**src/rtl/fx2_cmd_pkg.sv**
```systemverilog
// ---------------------------------------------------------------------------
// fx2_cmd_pkg
// Shared constants, state encoding and frame payload type for the FX2
// register-command responder and its reply serializer.
// ---------------------------------------------------------------------------
package fx2_cmd_pkg;

   // Frame markers and opcodes
   localparam logic [7:0]  SYNC_BYTE = 8'hAA;
   localparam logic [7:0]  OP_READ   = 8'h00;
   localparam logic [7:0]  OP_WRITE  = 8'h01;

   // Frame geometry: sync + op + address bytes + value bytes
   localparam int unsigned FRAME_LEN  = 8;
   localparam int unsigned REPLY_LEN  = 4;
   localparam int unsigned ADDR_BYTES = 2;
   localparam int unsigned VAL_BYTES  = FRAME_LEN - 2 - ADDR_BYTES;

   localparam int unsigned ADDR_W = 16;
   localparam int unsigned DATA_W = 32;

   // Reply value returned when the register bus never acknowledges
   localparam logic [DATA_W-1:0] REPLY_TIMEOUT_VAL = 32'hFFFF_FFFF;

   typedef enum logic [2:0] {
      ST_IDLE  = 3'd0,
      ST_OP    = 3'd1,
      ST_ADDR  = 3'd2,
      ST_VAL   = 3'd3,
      ST_BUS   = 3'd4,
      ST_REPLY = 3'd5
   } state_e;

   // Register request captured from one frame
   typedef struct packed {
      logic              is_wr;
      logic [ADDR_W-1:0] addr;
      logic [DATA_W-1:0] wdata;
   } reg_req_t;

endpackage

```
**src/rtl/fx2_reply_serializer.sv**
```systemverilog
// ---------------------------------------------------------------------------
// fx2_reply_serializer
// Loads a 32-bit reply word and emits it LSB-first as 4 bytes over a
// valid/ready byte interface.
// Ports:
//   clk, rst_n      clock, async active-low reset
//   load_i          load load_data_i and start emitting (only while idle)
//   load_data_i     32-bit reply word
//   ready_i         downstream ready
//   valid_o         byte valid (registered)
//   data_o          current byte, stable while valid_o & !ready_i
//   done_c_o        combinational: the final byte handshakes this cycle
// ---------------------------------------------------------------------------
module fx2_reply_serializer
   import fx2_cmd_pkg::*;
(
   input  logic              clk,
   input  logic              rst_n,
   input  logic              load_i,
   input  logic [DATA_W-1:0] load_data_i,
   input  logic              ready_i,
   output logic              valid_o,
   output logic [7:0]        data_o,
   output logic              done_c_o
);

   localparam int unsigned CNT_W = $clog2(REPLY_LEN);

   logic [DATA_W-1:0] shift_q, shift_d;
   logic [CNT_W-1:0]  cnt_q, cnt_d;
   logic              valid_q, valid_d;
   logic              hs_c;

   assign hs_c     = valid_q & ready_i;
   assign done_c_o = hs_c && (cnt_q == CNT_W'(REPLY_LEN - 1));
   assign valid_o  = valid_q;
   assign data_o   = shift_q[7:0];

   // Next-state: load, or shift one byte out per handshake
   always_comb begin
      shift_d = shift_q;
      cnt_d   = cnt_q;
      valid_d = valid_q;
      if (load_i) begin
         shift_d = load_data_i;
         cnt_d   = '0;
         valid_d = 1'b1;
      end else if (hs_c) begin
         shift_d = {8'h00, shift_q[DATA_W-1:8]};
         cnt_d   = cnt_q + CNT_W'(1);
         if (done_c_o) begin
            valid_d = 1'b0;
         end
      end
   end

   always_ff @(posedge clk or negedge rst_n) begin
      if (!rst_n) begin
         shift_q <= '0;
         cnt_q   <= '0;
         valid_q <= 1'b0;
      end else begin
         shift_q <= shift_d;
         cnt_q   <= cnt_d;
         valid_q <= valid_d;
      end
   end

endmodule

```
**src/rtl/fx2_reg_cmd_responder.sv**
```systemverilog
// ---------------------------------------------------------------------------
// fx2_reg_cmd_responder
// Parses 8-byte host command frames (AA, op, addr LE16, val LE32) from the
// FX2 command byte stream, issues one register read or write per frame and
// returns the 32-bit bus result as a 4-byte LSB-first reply.
// Ports:
//   clk, reset_n                 clock, async active-low reset
//   cmd_data/valid/ready         command byte stream in
//   reply_data/valid/ready       reply byte stream out
//   reg_addr, reg_wdata          captured request, held until the next frame
//   reg_wr, reg_rd               one-cycle bus strobes
//   reg_rdata, reg_ack           bus completion and returned data
//   busy                         not in IDLE
//   timeout_err                  pulse: bus never acknowledged
//   frame_abort                  pulse: bad opcode or inter-byte timeout
// ---------------------------------------------------------------------------
module fx2_reg_cmd_responder
   import fx2_cmd_pkg::*;
#(
   parameter int unsigned ACK_TIMEOUT  = 16,
   parameter int unsigned BYTE_TIMEOUT = 1024
) (
   input  logic              clk,
   input  logic              reset_n,
   input  logic [7:0]        cmd_data,
   input  logic              cmd_valid,
   output logic              cmd_ready,
   output logic [7:0]        reply_data,
   output logic              reply_valid,
   input  logic              reply_ready,
   output logic [ADDR_W-1:0] reg_addr,
   output logic [DATA_W-1:0] reg_wdata,
   output logic              reg_wr,
   output logic              reg_rd,
   input  logic [DATA_W-1:0] reg_rdata,
   input  logic              reg_ack,
   output logic              busy,
   output logic              timeout_err,
   output logic              frame_abort
);

   localparam int unsigned ACK_CNT_W  = $clog2(ACK_TIMEOUT + 1);
   localparam int unsigned BYTE_CNT_W = $clog2(BYTE_TIMEOUT + 1);
   localparam int unsigned IDX_W      = 3;

   state_e                state_q, state_d;
   logic [IDX_W-1:0]      idx_q, idx_d;
   reg_req_t              req_q, req_d;
   logic [BYTE_CNT_W-1:0] byte_cnt_q, byte_cnt_d;
   logic [ACK_CNT_W-1:0]  ack_cnt_q, ack_cnt_d;
   logic                  reg_rd_q, reg_rd_d;
   logic                  reg_wr_q, reg_wr_d;
   logic                  timeout_err_q, timeout_err_d;
   logic                  frame_abort_q, frame_abort_d;

   logic                  in_frame_c;
   logic                  cmd_acc_c;
   logic                  ser_load_c;
   logic [DATA_W-1:0]     ser_data_c;
   logic                  ser_done_c;

   // Byte acceptance is a pure state decode so it reads 1 while in reset
   assign in_frame_c = (state_q == ST_OP) || (state_q == ST_ADDR) || (state_q == ST_VAL);
   assign cmd_ready  = (state_q == ST_IDLE) || in_frame_c;
   assign cmd_acc_c  = cmd_valid & cmd_ready;

   assign busy        = (state_q != ST_IDLE);
   assign reg_addr    = req_q.addr;
   assign reg_wdata   = req_q.wdata;
   assign reg_rd      = reg_rd_q;
   assign reg_wr      = reg_wr_q;
   assign timeout_err = timeout_err_q;
   assign frame_abort = frame_abort_q;

   // Frame parser, bus handshake and reply sequencing
   always_comb begin
      state_d       = state_q;
      idx_d         = idx_q;
      req_d         = req_q;
      byte_cnt_d    = byte_cnt_q;
      ack_cnt_d     = ack_cnt_q;
      reg_rd_d      = 1'b0;
      reg_wr_d      = 1'b0;
      timeout_err_d = 1'b0;
      frame_abort_d = 1'b0;
      ser_load_c    = 1'b0;
      ser_data_c    = '0;

      unique case (state_q)
         ST_IDLE: begin
            // Anything other than the sync marker is silently dropped
            if (cmd_acc_c && (cmd_data == SYNC_BYTE)) begin
               state_d = ST_OP;
            end
         end

         ST_OP: begin
            if (cmd_acc_c) begin
               if ((cmd_data == OP_READ) || (cmd_data == OP_WRITE)) begin
                  req_d.is_wr = (cmd_data == OP_WRITE);
                  idx_d       = '0;
                  state_d     = ST_ADDR;
               end else begin
                  frame_abort_d = 1'b1;
                  state_d       = ST_IDLE;
               end
            end
         end

         ST_ADDR: begin
            if (cmd_acc_c) begin
               req_d.addr[{idx_q[0], 3'b000} +: 8] = cmd_data;
               if (idx_q == IDX_W'(ADDR_BYTES - 1)) begin
                  idx_d   = '0;
                  state_d = ST_VAL;
               end else begin
                  idx_d = idx_q + IDX_W'(1);
               end
            end
         end

         ST_VAL: begin
            if (cmd_acc_c) begin
               req_d.wdata[{idx_q[1:0], 3'b000} +: 8] = cmd_data;
               if (idx_q == IDX_W'(VAL_BYTES - 1)) begin
                  idx_d     = '0;
                  reg_rd_d  = ~req_q.is_wr;
                  reg_wr_d  = req_q.is_wr;
                  ack_cnt_d = '0;
                  state_d   = ST_BUS;
               end else begin
                  idx_d = idx_q + IDX_W'(1);
               end
            end
         end

         ST_BUS: begin
            // Ack counts from the strobe cycle itself; the timeout wins only
            // after ACK_TIMEOUT cycles without one
            if (reg_ack) begin
               ser_load_c = 1'b1;
               ser_data_c = reg_rdata;
               state_d    = ST_REPLY;
            end else if (ack_cnt_q == ACK_CNT_W'(ACK_TIMEOUT - 1)) begin
               ser_load_c    = 1'b1;
               ser_data_c    = REPLY_TIMEOUT_VAL;
               timeout_err_d = 1'b1;
               state_d       = ST_REPLY;
            end else begin
               ack_cnt_d = ack_cnt_q + ACK_CNT_W'(1);
            end
         end

         ST_REPLY: begin
            if (ser_done_c) begin
               state_d = ST_IDLE;
            end
         end

         default: begin
            state_d = ST_IDLE;
         end
      endcase

      // Inter-byte idle watchdog, active only while a frame is being collected
      if (in_frame_c) begin
         if (cmd_acc_c) begin
            byte_cnt_d = '0;
         end else if (byte_cnt_q == BYTE_CNT_W'(BYTE_TIMEOUT - 1)) begin
            frame_abort_d = 1'b1;
            state_d       = ST_IDLE;
         end else begin
            byte_cnt_d = byte_cnt_q + BYTE_CNT_W'(1);
         end
      end else begin
         byte_cnt_d = '0;
      end
   end

   always_ff @(posedge clk or negedge reset_n) begin
      if (!reset_n) begin
         state_q       <= ST_IDLE;
         idx_q         <= '0;
         req_q         <= '0;
         byte_cnt_q    <= '0;
         ack_cnt_q     <= '0;
         reg_rd_q      <= 1'b0;
         reg_wr_q      <= 1'b0;
         timeout_err_q <= 1'b0;
         frame_abort_q <= 1'b0;
      end else begin
         state_q       <= state_d;
         idx_q         <= idx_d;
         req_q         <= req_d;
         byte_cnt_q    <= byte_cnt_d;
         ack_cnt_q     <= ack_cnt_d;
         reg_rd_q      <= reg_rd_d;
         reg_wr_q      <= reg_wr_d;
         timeout_err_q <= timeout_err_d;
         frame_abort_q <= frame_abort_d;
      end
   end

   fx2_reply_serializer u_reply_ser (
      .clk         (clk),
      .rst_n       (reset_n),
      .load_i      (ser_load_c),
      .load_data_i (ser_data_c),
      .ready_i     (reply_ready),
      .valid_o     (reply_valid),
      .data_o      (reply_data),
      .done_c_o    (ser_done_c)
   );

endmodule

```
**config.mk**
```make
export PLATFORM = sky130hd
export DESIGN_NAME = fx2_reg_cmd_responder
export DESIGN_NICKNAME = d
export VERILOG_FILES = /design/src/rtl/fx2_cmd_pkg.sv /design/src/rtl/fx2_reply_serializer.sv /design/src/rtl/fx2_reg_cmd_responder.sv
export SDC_FILE = /design/constraint.sdc
export NUM_CORES = 1
export LEC_CHECK = 0
export ABC_AREA = 0
export CELL_PAD_IN_SITES_DETAIL_PLACEMENT = 0
export CELL_PAD_IN_SITES_GLOBAL_PLACEMENT = 1
export CORE_MARGIN = 2
export CORE_UTILIZATION = 35
export DETAILED_ROUTE_END_ITERATION = 16
export GPL_ROUTABILITY_DRIVEN = 0
export PLACE_DENSITY_LB_ADDON = 0.1
export SYNTH_ARGS = -nofsm -noshare
export SYNTH_HDL_FRONTEND = slang
export SYNTH_SLANG_ARGS = --single-unit
```
**constraint.sdc**
```tcl
create_clock -name clk -period 2.3 [get_ports clk]
set_input_delay 0.345 -clock clk [delete_from_list [all_inputs] [get_ports clk]]
set_output_delay 0.345 -clock clk [all_outputs]
set_load 0.01 [all_outputs]
```
After elaboration in Yosys (flattened, before gate mapping)
Index checks and enable logic that the tools add are counted.
- register bits: 110
- bits in latches: 0
- bits in writable memories: 0
- bits in read-only memories: 0
- memories: 0
- add/subtract/negate cells: 6
- multiply operators: 0
- divide/modulo/power cells: 0
- $lt $le $gt $ge: 0
- equality and inequality tests: 20
- shift operators: 4
- multiplexer cells: 58
- bitwise operators: 3
- reductions and logical operators: 19
- operators by type and width (cell ; count):
    $mux W32 ; 5
    $mux W3 ; 18
    $mux W11 ; 3
    $bwmux W32 ; 1
    $shift A8 B7 Y32 const A ; 1
    $shiftx A8 B7 Y32 ; 1
    $mux W1 ; 20
    $mux W5 ; 4
    $pmux W3 S6 ; 1
    $bwmux W16 ; 1
    $shift A8 B6 Y16 const A ; 1
    $shiftx A8 B6 Y16 ; 1
    $add A11 B1 Y11 const B ; 1
    $eq A11 B10 Y1 const B ; 1
    $ne A2 B2 Y1 const B ; 5
    $pmux W5 S2 ; 1
    $reduce_and A5 Y1 ; 2
    $eq A3 B2 Y1 const B ; 3
    $pmux W3 S3 ; 1
    $eq A8 B1 Y1 const B ; 1
    $eq A8 B8 Y1 const B ; 1
    $logic_not A8 Y1 ; 1
    $neg A5 Y7 ; 1
    $eq A3 B1 Y1 const B ; 2
    19 further kinds ; 33

Logic depth before layout (Yosys ltp)
Gate-level depths: netlist (run 1).
- word-level depth: 11
- depth in mapped cells: 8
- depth with buffers taken out: 7

Hierarchy
From an unflattened synthesis (run 1), not the netlist that was laid out.
- cell total of the unflattened synthesis: 650
- area, all modules: 6030.8 um^2
- modules (own cells, without submodules) (module ; times used ; cells an instance ; area each (um^2) ; seq. area each (um^2)):
    fx2_reg_cmd_responder ; 1 ; 457 ; 4077.7 ; 1876.8
    fx2_reply_serializer ; 1 ; 193 ; 1953.1 ; 875.8

Worst setup path after synthesis (run 1)
No wires, ideal clock.
- path kind: register to register
- start point: register ack_cnt_q[0]
- end point: register state_q[0]
- library setup time: 126 ps
- arrival: 1719 ps
- data required time: 2174 ps
- path slack: 455 ps
- stages on the path, launching flop included: 9
- buffers on the path: 1
- cell sequence: dfrtp_1 > ha_1 > and3_1 > ha_1 > nor2_1 > and2b_1 > buf_2 > nor3_1 > a21oi_1
- cells in the longest elaborated chain, start to end: 7
- RTL lines (what ; RTL line ; source):
    start, declared ; fx2_reg_cmd_responder.sv:50 ; logic [ACK_CNT_W-1:0] ack_cnt_q, ack_cnt_d;
    start signal, assigned ; fx2_reg_cmd_responder.sv:196 ; ack_cnt_q <= ack_cnt_d;
    $eq A5 B4 Y1 (*) ; fx2_reg_cmd_responder.sv:144 ; end else if (ack_cnt_q == ACK_CNT_W'(ACK_TIMEOUT - 1)) begin
    $mux W3 (*) ; fx2_reg_cmd_responder.sv:144 ;
    $mux W3 (*) ; fx2_reg_cmd_responder.sv:140 ; if (reg_ack) begin
    $pmux W3 S6 (*) ; fx2_reg_cmd_responder.sv:89 ; unique case (state_q)
    $mux W3 ; fx2_reg_cmd_responder.sv:169 ; end else if (byte_cnt_q == BYTE_CNT_W'(BYTE_TIMEOUT - 1)) begin
    $mux W3 ; fx2_reg_cmd_responder.sv:167 ; if (cmd_acc_c) begin
    $mux W3 (*) ; fx2_reg_cmd_responder.sv:166 ; if (in_frame_c) begin
    net state_d[0] ; fx2_reg_cmd_responder.sv:46 ; state_e state_q, state_d;
    end signal, assigned ; fx2_reg_cmd_responder.sv:192 ; state_q <= state_d;
    end, declared ; fx2_reg_cmd_responder.sv:46 ;
The timed path passes the listed nets; every way through them passes the cells marked *.
A chain may end at the register's enable or synchronous reset.

Worst setup path in the final report (run 1)
- start point: register state_q[0]
- end point: output busy
- cells in the longest elaborated chain, start to end: 1
- RTL lines (what ; RTL line ; source):
    $reduce_bool A3 Y1 ; fx2_reg_cmd_responder.sv:67 ; assign busy = (state_q != ST_IDLE);
    end, declared ; fx2_reg_cmd_responder.sv:37 ; output logic busy,
No other way between the ends.

==> results of run 1 <==
layout make-up:
cell class                      instances  share of cell area (%)
Tap cell                              188                    3.48
Clock inverter                          5                    1.48
Clock buffer                            9                    3.33
Timing Repair Buffer                  131                    18.8
Multi-Input combinational cell        362                    31.2
Inverter                               19                    1.05
Sequential cell                       110                    40.7
sequential cells by signal, summed over array words and instances, names as in the netlist, 2 cells and up:
name and cells:
reg_addr 16, ack_cnt_q 5, state_q 3, idx_q 3
reg_wdata 32, u_reply_ser.shift_q 32, byte_cnt_q 11, u_reply_ser.cnt_q 2
worst max path at each step:
stage / start / slack, ps / end / cells after the start
after global routing: state_q[0] / 60 / busy / 3
final: state_q[0] / 180 / busy / 3
after detailed placement: ack_cnt_q[0] / 160 / state_q[0] / 7
after CTS: ack_cnt_q[0] / 140 / state_q[0] / 7
after floorplan: ack_cnt_q[0] / 460 / state_q[0] / 8
after global placement: cmd_data[1] / 190 / req_q[48] / 5
through the flow:
stage	std cells	setup WS, ps
floorplan	574	455
detailed placement	810	157
global placement	810	191
CTS	824	145
global route	824	61.9
finish	824	176
worst register-to-register path, stage by stage (launching register included):
cell and delay [ps]:
dfrtp_1 410, ha_1 220, and3_1 200, ha_1 220, nor2_1 140, and2b_2 380, nor3_1 190, a21oi_1 100
synthesized netlist by cell type, drive strengths merged, types with 11 or more instances:
cell / number / area, um^2
a21oi: 17 / 85.1
o21ai: 48 / 240
ha: 11 / 138
nor3b: 23 / 184
inv: 19 / 71.3
buf: 65 / 464
dfrtp: 110 / 2750
nand2: 125 / 469
clkbuf: 18 / 68.8
a31oi: 33 / 206
nor2: 19 / 71.3
mux2: 17 / 191
power by group:
group | switching (W) | internal, W | total (W)
Sequential | 0.000368 | 0.00245 | 0.00282
Clock | 0.000698 | 0.00105 | 0.00175
Combinational | 0.000978 | 0.00113 | 0.00211
metal layers:
| layer | part of all wire, % | vias up | GRT usage [%] |
|---|---|---|---|
| met5 | 0 | - | 0 |
| met4 | 1.6 | 0 | 5.88 |
| met3 | 3.6 | 14 | 2.58 |
| met2 | 47 | 72 | 25.3 |
| met1 | 48 | 1955 | 22.4 |
| li1 | - | 2022 | - |
cells by family after synthesis:
| kind of cell | Yosys count | share of synthesized area (%) |
|---|---|---|
| compound gates | 115 | 12.4 |
| xor+xnor | 4 | 0.642 |
| fa+ha+maj | 11 | 2.52 |
| buf+inv | 102 | 11.1 |
| flops | 110 | 50.4 |
| mux | 19 | 3.87 |
| simple gates | 213 | 19.1 |
==> impl_results.md, run 1 <==
- Worst R2R Path Depth: 7
- HP Class: in2async
- CTS resizes: 0
- Synth-to-layout area growth: 23.9%
- Post CTS Setup Buffer Count: 0
- ANT cells: 0
- Die footprint: 0.0166 mm^2
- Leakage power: 2.85 nW
- Reg area: 0.00275 mm^2
- Average wire per standard cell: 15.6 um
- Max-slew headroom: 59.7%
- CTS Buf Count: 9
- Reg2reg end: state_q[0]
- Unrepaired setup endpoints after global routing: no
- Startpoint Class: flip-flop
- Synth Flop Type: dfrtp_1
- DRC errors left: 0
- Register area share after synthesis: 50.4%
- Clock Latency Late Sink: 350 ps
- Multi-input gate area: 0.00211 mm^2
- H-tree depth: 3
- EDFF count, synth: 0
- Starting Density: 35.9%
- Worst-case clock skew: 7.01 ps
- Chip height: 129 um
- Final nets: 689
- Core Util, Final: 44.5%
- Rows: 45
- WP data required: 1960 ps
- Worst R2R Setup Slack: 320 ps
- Crit end category: output pin
- Worst hold margin: -5.17 ps
- Design area: 0.00677 mm^2
- CTS tree: built
- Post-DP HPWL: 9230 um
- Tot Pwr: 0.00668 W
- Largest net degree at the start of global routing: 40
- Crit Path Class: reg2out
- Top-Level Pins: 108
- FFs w/ async S/R, synth: 100%
- Core area: 0.0152 mm^2
- Detailed Routing Iterations Pass 1: 4
- DRT iter0 DRCs: 190
- Critical Path Max Stage Delay: 670 ps
- Vias in the first global route: 3994
- GRT overflow: 0
- Worst slew pin tran: 605 ps
- Maximum buffer depth of the clock tree: 2
- I/O Buffers: 107
- Number of synthesized register bits: 110
- VDD IR max: 0.000357 V
- Root buf cell: clkbuf_16
- First-pass GRT wire length: 20900 um
- Post-Syn Area: 0.00546 mm^2
- Crit share post-route: 92.3%
- Critical path peak fanout: 15
- Final ANT Viol Nets: 0
- Fmax: 471 MHz
- Netlist cell types: 52
- DIE WIDTH: 129 um
- Initial antenna violation count: 0
- Status: finished with violations
- Post-Syn Nets: 630
- CTS Sinks: 110
- Delay-heaviest family, CP: flip-flops
- Share of post-route cells with drive strength above 1: 10.5%
- Slew Viols, Final: 0
- Hold_buf cts: 0
- Most common cell after layout, fill and taps aside: nand2_1
- Clock-pin slew on the worst setup and hold paths: 70 ps
- Sum Neg Setup Slack: 0 ps
- Via count: 4063
- PwrDens: 986 mW/mm^2
- Fillers: 1453
- Fin. Hold Viols: 2
- Area after DPL: 0.00644 mm^2
- CP Cell Sequence: nor2_1, nand2_1, clkdlybuf4s50_1
- Max Cap Viol: 0
- Post-Syn Instances: 574
- Post-route minimum period: 2120 ps
- Via-to-Cell Ratio: 4.93
- Synth Area per Inst: 9.51 um^2
- Total GRT Usage: 16.1%
- CP arrival: 1780 ps
- Reg2reg start: ack_cnt_q[0]
- Commonest non-fill, non-tap cells in the layout: nand2_1 (125), dfrtp_1 (110), clkdlybuf4s50_1 (106)
- Syn. warnings: 0
- WP buf/inv: 1
- Post-Route WL: 12900 um
- Crit path max-delay cell type: dfrtp_1
- Violated checks: hold timing
- Final setup fails: 0
(Power assumes the default switching activity.)
==> inputs of run 2 (changes only) <==
--- a/config.mk
+++ b/config.mk
@@ -12,7 +12,7 @@
 export CORE_UTILIZATION = 35
 export DETAILED_ROUTE_END_ITERATION = 16
 export GPL_ROUTABILITY_DRIVEN = 0
-export PLACE_DENSITY_LB_ADDON = 0.1
+export PLACE_DENSITY = 0.83
 export SYNTH_ARGS = -nofsm -noshare
 export SYNTH_HDL_FRONTEND = slang
 export SYNTH_SLANG_ARGS = --single-unit
==> run 2 against run 1 <==
Effect of this change:
- the run now ends clean
- via count is 2.5% higher
- worst hold slack better by 400 ps
- maximum frequency is 2.7% lower
- critical path depth stayed put
- design area stayed put
- utilization stayed put
- cell count is 0.12% higher
- die area stayed put
- sequential cell count stayed put
- wire length is 0.26% higher
- setup slack worse by 59 ps
- register-to-register slack worse by 100 ps
- critical path type unchanged
- highest routed layer unchanged
==> impl_results.md, run 2 (synthesis gave the netlist of run 1 again) <==
- Status: completed
- Most common cell after layout, fill and taps aside: nand2_1
- Chip height: 129 um
- Post-Route WL: 12900 um
- Sum Neg Setup Slack: 0 ps
- Fin. Hold Viols: 0
- Design area: 0.00677 mm^2
- PwrDens: 987 mW/mm^2
- WP data required: 1960 ps
- Worst-case clock skew: 9.40 ps
- Critical Path Max Stage Delay: 690 ps
- DIE WIDTH: 129 um
- Largest net degree at the start of global routing: 46
- Max Cap Viol: 0
- Root buf cell: clkbuf_16
- Sequential Power Share: 42.4%
- Fillers: 1435
- Startpoint Class: flip-flop
- Vias in the first global route: 4206
- Starting Density: 35.9%
- Fmax: 458 MHz
- Internal: 0.00456 W
- Die footprint: 0.0166 mm^2
- Clock Latency Late Sink: 360 ps
- Clock power share: 25.9%
- First-pass GRT wire length: 21000 um
- Average wire per standard cell: 15.6 um
- GRT overflow: 0
- Post-route minimum period: 2180 ps
- Max-slew headroom: 48.5%
- Worst hold margin: 391 ps
- VDD IR max: 0.000431 V
- Sw Pwr: 0.00213 W
- CTS Sinks: 110
- DRT iter0 DRCs: 222
- Via-to-Cell Ratio: 5.05
- Rows: 45
- Crit end category: output pin
- Switching Share: 31.8%
- Crit share post-route: 94.9%
- Logic pwr share: 31.7%
- Leakage power: 2.85 nW
- Final setup fails: 0
- Clock-pin slew on the worst setup and hold paths: 70 ps
- Slew Viols, Final: 0
- Commonest non-fill, non-tap cells in the layout: nand2_1 (125), dfrtp_1 (110), clkdlybuf4s50_1 (106)
- Crit path max-delay cell type: dfrtp_1
- Detailed Routing Iterations Pass 1: 4
- Final nets: 688
- CP Cell Sequence: nor2_1, nand2_1, clkdlybuf4s50_1
- Maximum buffer depth of the clock tree: 2
- ANT cells: 0
- Final ANT Viol Nets: 0
- Area after DPL: 0.00643 mm^2
- Synth-to-layout area growth: 23.9%
- Core area: 0.0152 mm^2
- DRC errors left: 0
- Top-Level Pins: 108
- Crit Path Class: reg2out
- Total GRT Usage: 16.0%
- HP Class: in2async
- CTS tree: built
- Critical path peak fanout: 15
- CTS Buf Count: 9
- H-tree depth: 3
- Unrepaired setup endpoints after global routing: no
- Worst slew pin tran: 752 ps
- CP arrival: 1840 ps
- Post-DP HPWL: 9010 um
- I/O Buffers: 107
- Post CTS Setup Buffer Count: 0
- Share of post-route cells with drive strength above 1: 10.5%
- Via count: 4164
- Initial antenna violation count: 0
run 2: cell count changes in the layout (fill, tap and decap cells not counted), sizes merged:
cell         change
bufinv           -1
buf              -2
inv              +3
dlygate4sd3      +1
run 2: power by group through the flow:
stage / combinational, W / clock, W / sequential [W]
2_1_floorplan: 0.00155 / 0 / 0.00270
3_3_place_gp: 0.00208 / 0 / 0.00283
3_5_place_dp: 0.00213 / 0 / 0.00286
4_1_cts: 0.00215 / 0.00177 / 0.00283
5_1_grt: 0.00237 / 0.00183 / 0.00290
6_report: 0.00212 / 0.00173 / 0.00283
run 2: stage by stage:
| stage | total power (W) | utilization (%) | setup WS [ps] | instances |
|---|---|---|---|---|
| global placement | 0.00491 | 42.3 | 195 | 808 |
| global route | 0.00710 | 44.5 | 28.5 | 825 |
| finish | 0.00668 | 44.5 | 117 | 825 |
| detailed placement | 0.00499 | 42.3 | 93.6 | 808 |
| floorplan | 0.00425 | - | 455 | 574 |
| CTS | 0.00675 | 44.5 | 79.0 | 825 |
run 2: critical path: cells and delay by family (launching register included):
family,cells,cell delay (ps)
flip-flops,1,690
buffers and inverters,1,530
AND/OR/NAND/NOR,2,260
run 2: worst paths after layout:
check	start	to	slack [ps]	depth (start not counted)
worst max-delay path	state_q[0]	busy	120	3
worst min-delay path	reset_n	reg_wdata[26]	390	2
worst max register to register	idx_q[0]	state_q[0]	220	5
worst min register to register	req_q[48]	reg_rd	480	1
max in group asynchronous	reset_n	reg_wdata[19]	1270	3
min in group clk	req_q[48]	reg_rd	480	1
run 2: cell type report:
class / count / area [um^2] / area share, %
Clock buffer: 9 / 225 / 3.33
Tap cell: 188 / 235 / 3.48
Sequential cell: 110 / 2750 / 40.7
Multi-Input combinational cell: 362 / 2110 / 31.2
Inverter: 19 / 71.3 / 1.05
Clock inverter: 7 / 105 / 1.55
Timing Repair Buffer: 130 / 1270 / 18.7
run 2: what timing repair did:
action / 4_1_cts / 5_1_grt
gates resized for setup: 0 / 1
hold buffers: 1 / 0
setup endpoints to repair: 0 / 12
endpoints found under the hold margin: 14 / 0
run 2: metal layers:
| metal | share of wire, % | vias up | wire [um] | track usage, % |
|---|---|---|---|---|
| met4 | 1.4 | 0 | 180 | 6.01 |
| met3 | 4.4 | 15 | 562 | 2.99 |
| met1 | 46 | 2034 | 5890 | 20.6 |
| met5 | 0 | - | 0 | 0 |
| met2 | 49 | 93 | 6250 | 26.7 |
| li1 | - | 2022 | - | - |
==> inputs of run 3 (changes only) <==
--- a/config.mk
+++ b/config.mk
@@ -8,10 +8,10 @@
 export ABC_AREA = 0
 export CELL_PAD_IN_SITES_DETAIL_PLACEMENT = 0
 export CELL_PAD_IN_SITES_GLOBAL_PLACEMENT = 1
-export CORE_MARGIN = 2
 export CORE_UTILIZATION = 35
 export DETAILED_ROUTE_END_ITERATION = 16
 export GPL_ROUTABILITY_DRIVEN = 0
+export HOLD_SLACK_MARGIN = 0.06
 export PLACE_DENSITY = 0.83
 export SYNTH_ARGS = -nofsm -noshare
 export SYNTH_HDL_FRONTEND = slang
==> run 3 against run 2 <==
Effect of this change:
- combinational power is essentially flat
- clock skew grew 4.2 ps
- design area shrank 0.68%
- non-clock buffer count shrank 4
- first-iteration DRC count grew 32%
==> impl_results.md, run 3 (synthesis gave the netlist of run 1 again) <==
- Status: completed
- Rows: 45
- Commonest non-fill, non-tap cells in the layout: nand2_1 (125), dfrtp_1 (110), clkdlybuf4s50_1 (106)
- Via-to-Cell Ratio: 5.10
- Sum Neg Setup Slack: 0 ps
- Detailed Routing Iterations Pass 1: 4
- Die footprint: 0.0161 mm^2
- VDD IR max: 0.000503 V
- HP Class: in2async
- Sw Pwr: 0.00210 W
- Slew Viols, Final: 0
- DRC errors left: 0
- Worst-case clock skew: 13.6 ps
- Core Util, Final: 44.2%
- First-pass GRT wire length: 20800 um
- I/O Buffers: 107
- Post-route minimum period: 2140 ps
- Startpoint Class: flip-flop
- Final ANT Viol Nets: 0
- Sequential Power Share: 43.1%
- Maximum buffer depth of the clock tree: 2
- Max-slew headroom: 51.5%
- GRT overflow: 0
- H-tree depth: 3
- Fmax: 466 MHz
- Unrepaired setup endpoints after global routing: no
- Post-Route WL: 12600 um
- Total GRT Usage: 16.3%
- Switching Share: 31.8%
- WP buf/inv: 1
- ANT cells: 0
- Worst slew pin tran: 710 ps
- Most common cell after layout, fill and taps aside: nand2_1
- Area after DPL: 0.00640 mm^2
- Clock Latency Late Sink: 360 ps
- Worst hold margin: 78.5 ps
- Via count: 4185
- CP arrival: 1800 ps
- Starting Density: 35.9%
- Internal: 0.00449 W
- Crit end category: output pin
- WP data required: 1960 ps
- Delay-heaviest family, CP: flip-flops
- Final setup fails: 0
- DRT iter0 DRCs: 293
- CTS Sinks: 110
- CP Cell Sequence: nor2_1, nand2_1, clkdlybuf4s50_1
- Leakage power: 2.82 nW
- Final non-filler cell total: 821
- Share of post-route cells with drive strength above 1: 10.1%
- Clock power share: 25.0%
- Average wire per standard cell: 15.4 um
- Max Cap Viol: 0
- Initial antenna violation count: 0
- Root buf cell: clkbuf_16
- Chip height: 127 um
- CTS Buf Count: 9
- Critical Path Max Stage Delay: 660 ps
- DIE WIDTH: 127 um
- Dpl cells: 805
- Logic pwr share: 31.9%
- Largest net degree at the start of global routing: 111
- PwrDens: 979 mW/mm^2
- Critical path peak fanout: 15
- Core area: 0.0152 mm^2
- Final nets: 684
- Clock-pin slew on the worst setup and hold paths: 70 ps
- Crit share post-route: 93.2%
- Synth-to-layout area growth: 23.1%
- Crit path max-delay cell type: dfrtp_1
- Vias in the first global route: 4148
- Fin. Hold Viols: 0
- Post-DP HPWL: 8860 um
- Design area: 0.00672 mm^2
- CTS tree: built
- Crit Path Class: reg2out
- Top-Level Pins: 108
==> run 3: changes by cell type in the layout (fill, tap and decap cells not counted) <==
cell	before	now
inv_8	2	0
clkinv_2	1	0
inv_6	1	2
bufinv_16	2	1
clkbuf_8	0	2
dlygate4sd3_1	1	0
clkinvlp_4	0	1
buf_4	21	18
==> run 3: final timing paths <==
kind	start	to	slack [ps]	cells past startpoint
max	state_q[0]	busy	160	3
min	reset_n	reg_wdata[26]	80	2
max reg2reg	ack_cnt_q[0]	state_q[0]	190	7
min reg2reg	req_q[48]	reg_rd	470	1
max in group asynchronous	reset_n	u_reply_ser.shift_q[21]	1820	2
min in group clk	req_q[48]	reg_rd	470	1
==> run 3: routing by layer <==
layer  routed length [um]  up-vias  global-route usage, %
met4                  203        0                   6.09
met1                 5780     2049                   21.1
met3                  666       14                   3.46
li1                     -     2017                      -
met2                 5950      105                   26.9
met5                    0        -                      0
==> run 3: worst reg2reg max path, cell delays in order (launching register included) <==
cell and delay, ps:
dfrtp_1 410, ha_1 220, and3_1 180, ha_1 210, nor2_1 260, and2b_2 400
nor3_1 210, a21oi_1 100
==> run 3: stage by stage <==
step	worst slack, ps	total power [W]
2_1_floorplan	455	0.00425
3_3_place_gp	203	0.00491
3_5_place_dp	132	0.00500
4_1_cts	61.5	0.00666
5_1_grt	22.0	0.00700
6_report	156	0.00658
==> run 3: area by class of cell <==
cell class | instances | area, um^2
clock buffer | 11 | 253
sequential | 110 | 2750
fill | 1436 | 8480
tap | 188 | 235
inverter | 19 | 71.3
timing repair buffer | 126 | 1240
multi-input combinational | 362 | 2110
clock inverter | 5 | 63.8
==> run 3: timing repair <==
item,4_1_cts,5_1_grt
endpoints found under the hold margin,0,0
setup endpoints to repair,0,12
hold buffers,0,0
resized for setup,0,1
setup buffers,0,0
==> run 3: power groups by stage <==
stage	clock network (W)	logic (W)	registers, W
after floorplan	0	0.00155	0.00270
after global placement	0	0.00207	0.00284
after detailed placement	0	0.00212	0.00287
after CTS	0.00169	0.00213	0.00284
after global routing	0.00176	0.00233	0.00291
final	0.00165	0.00210	0.00283
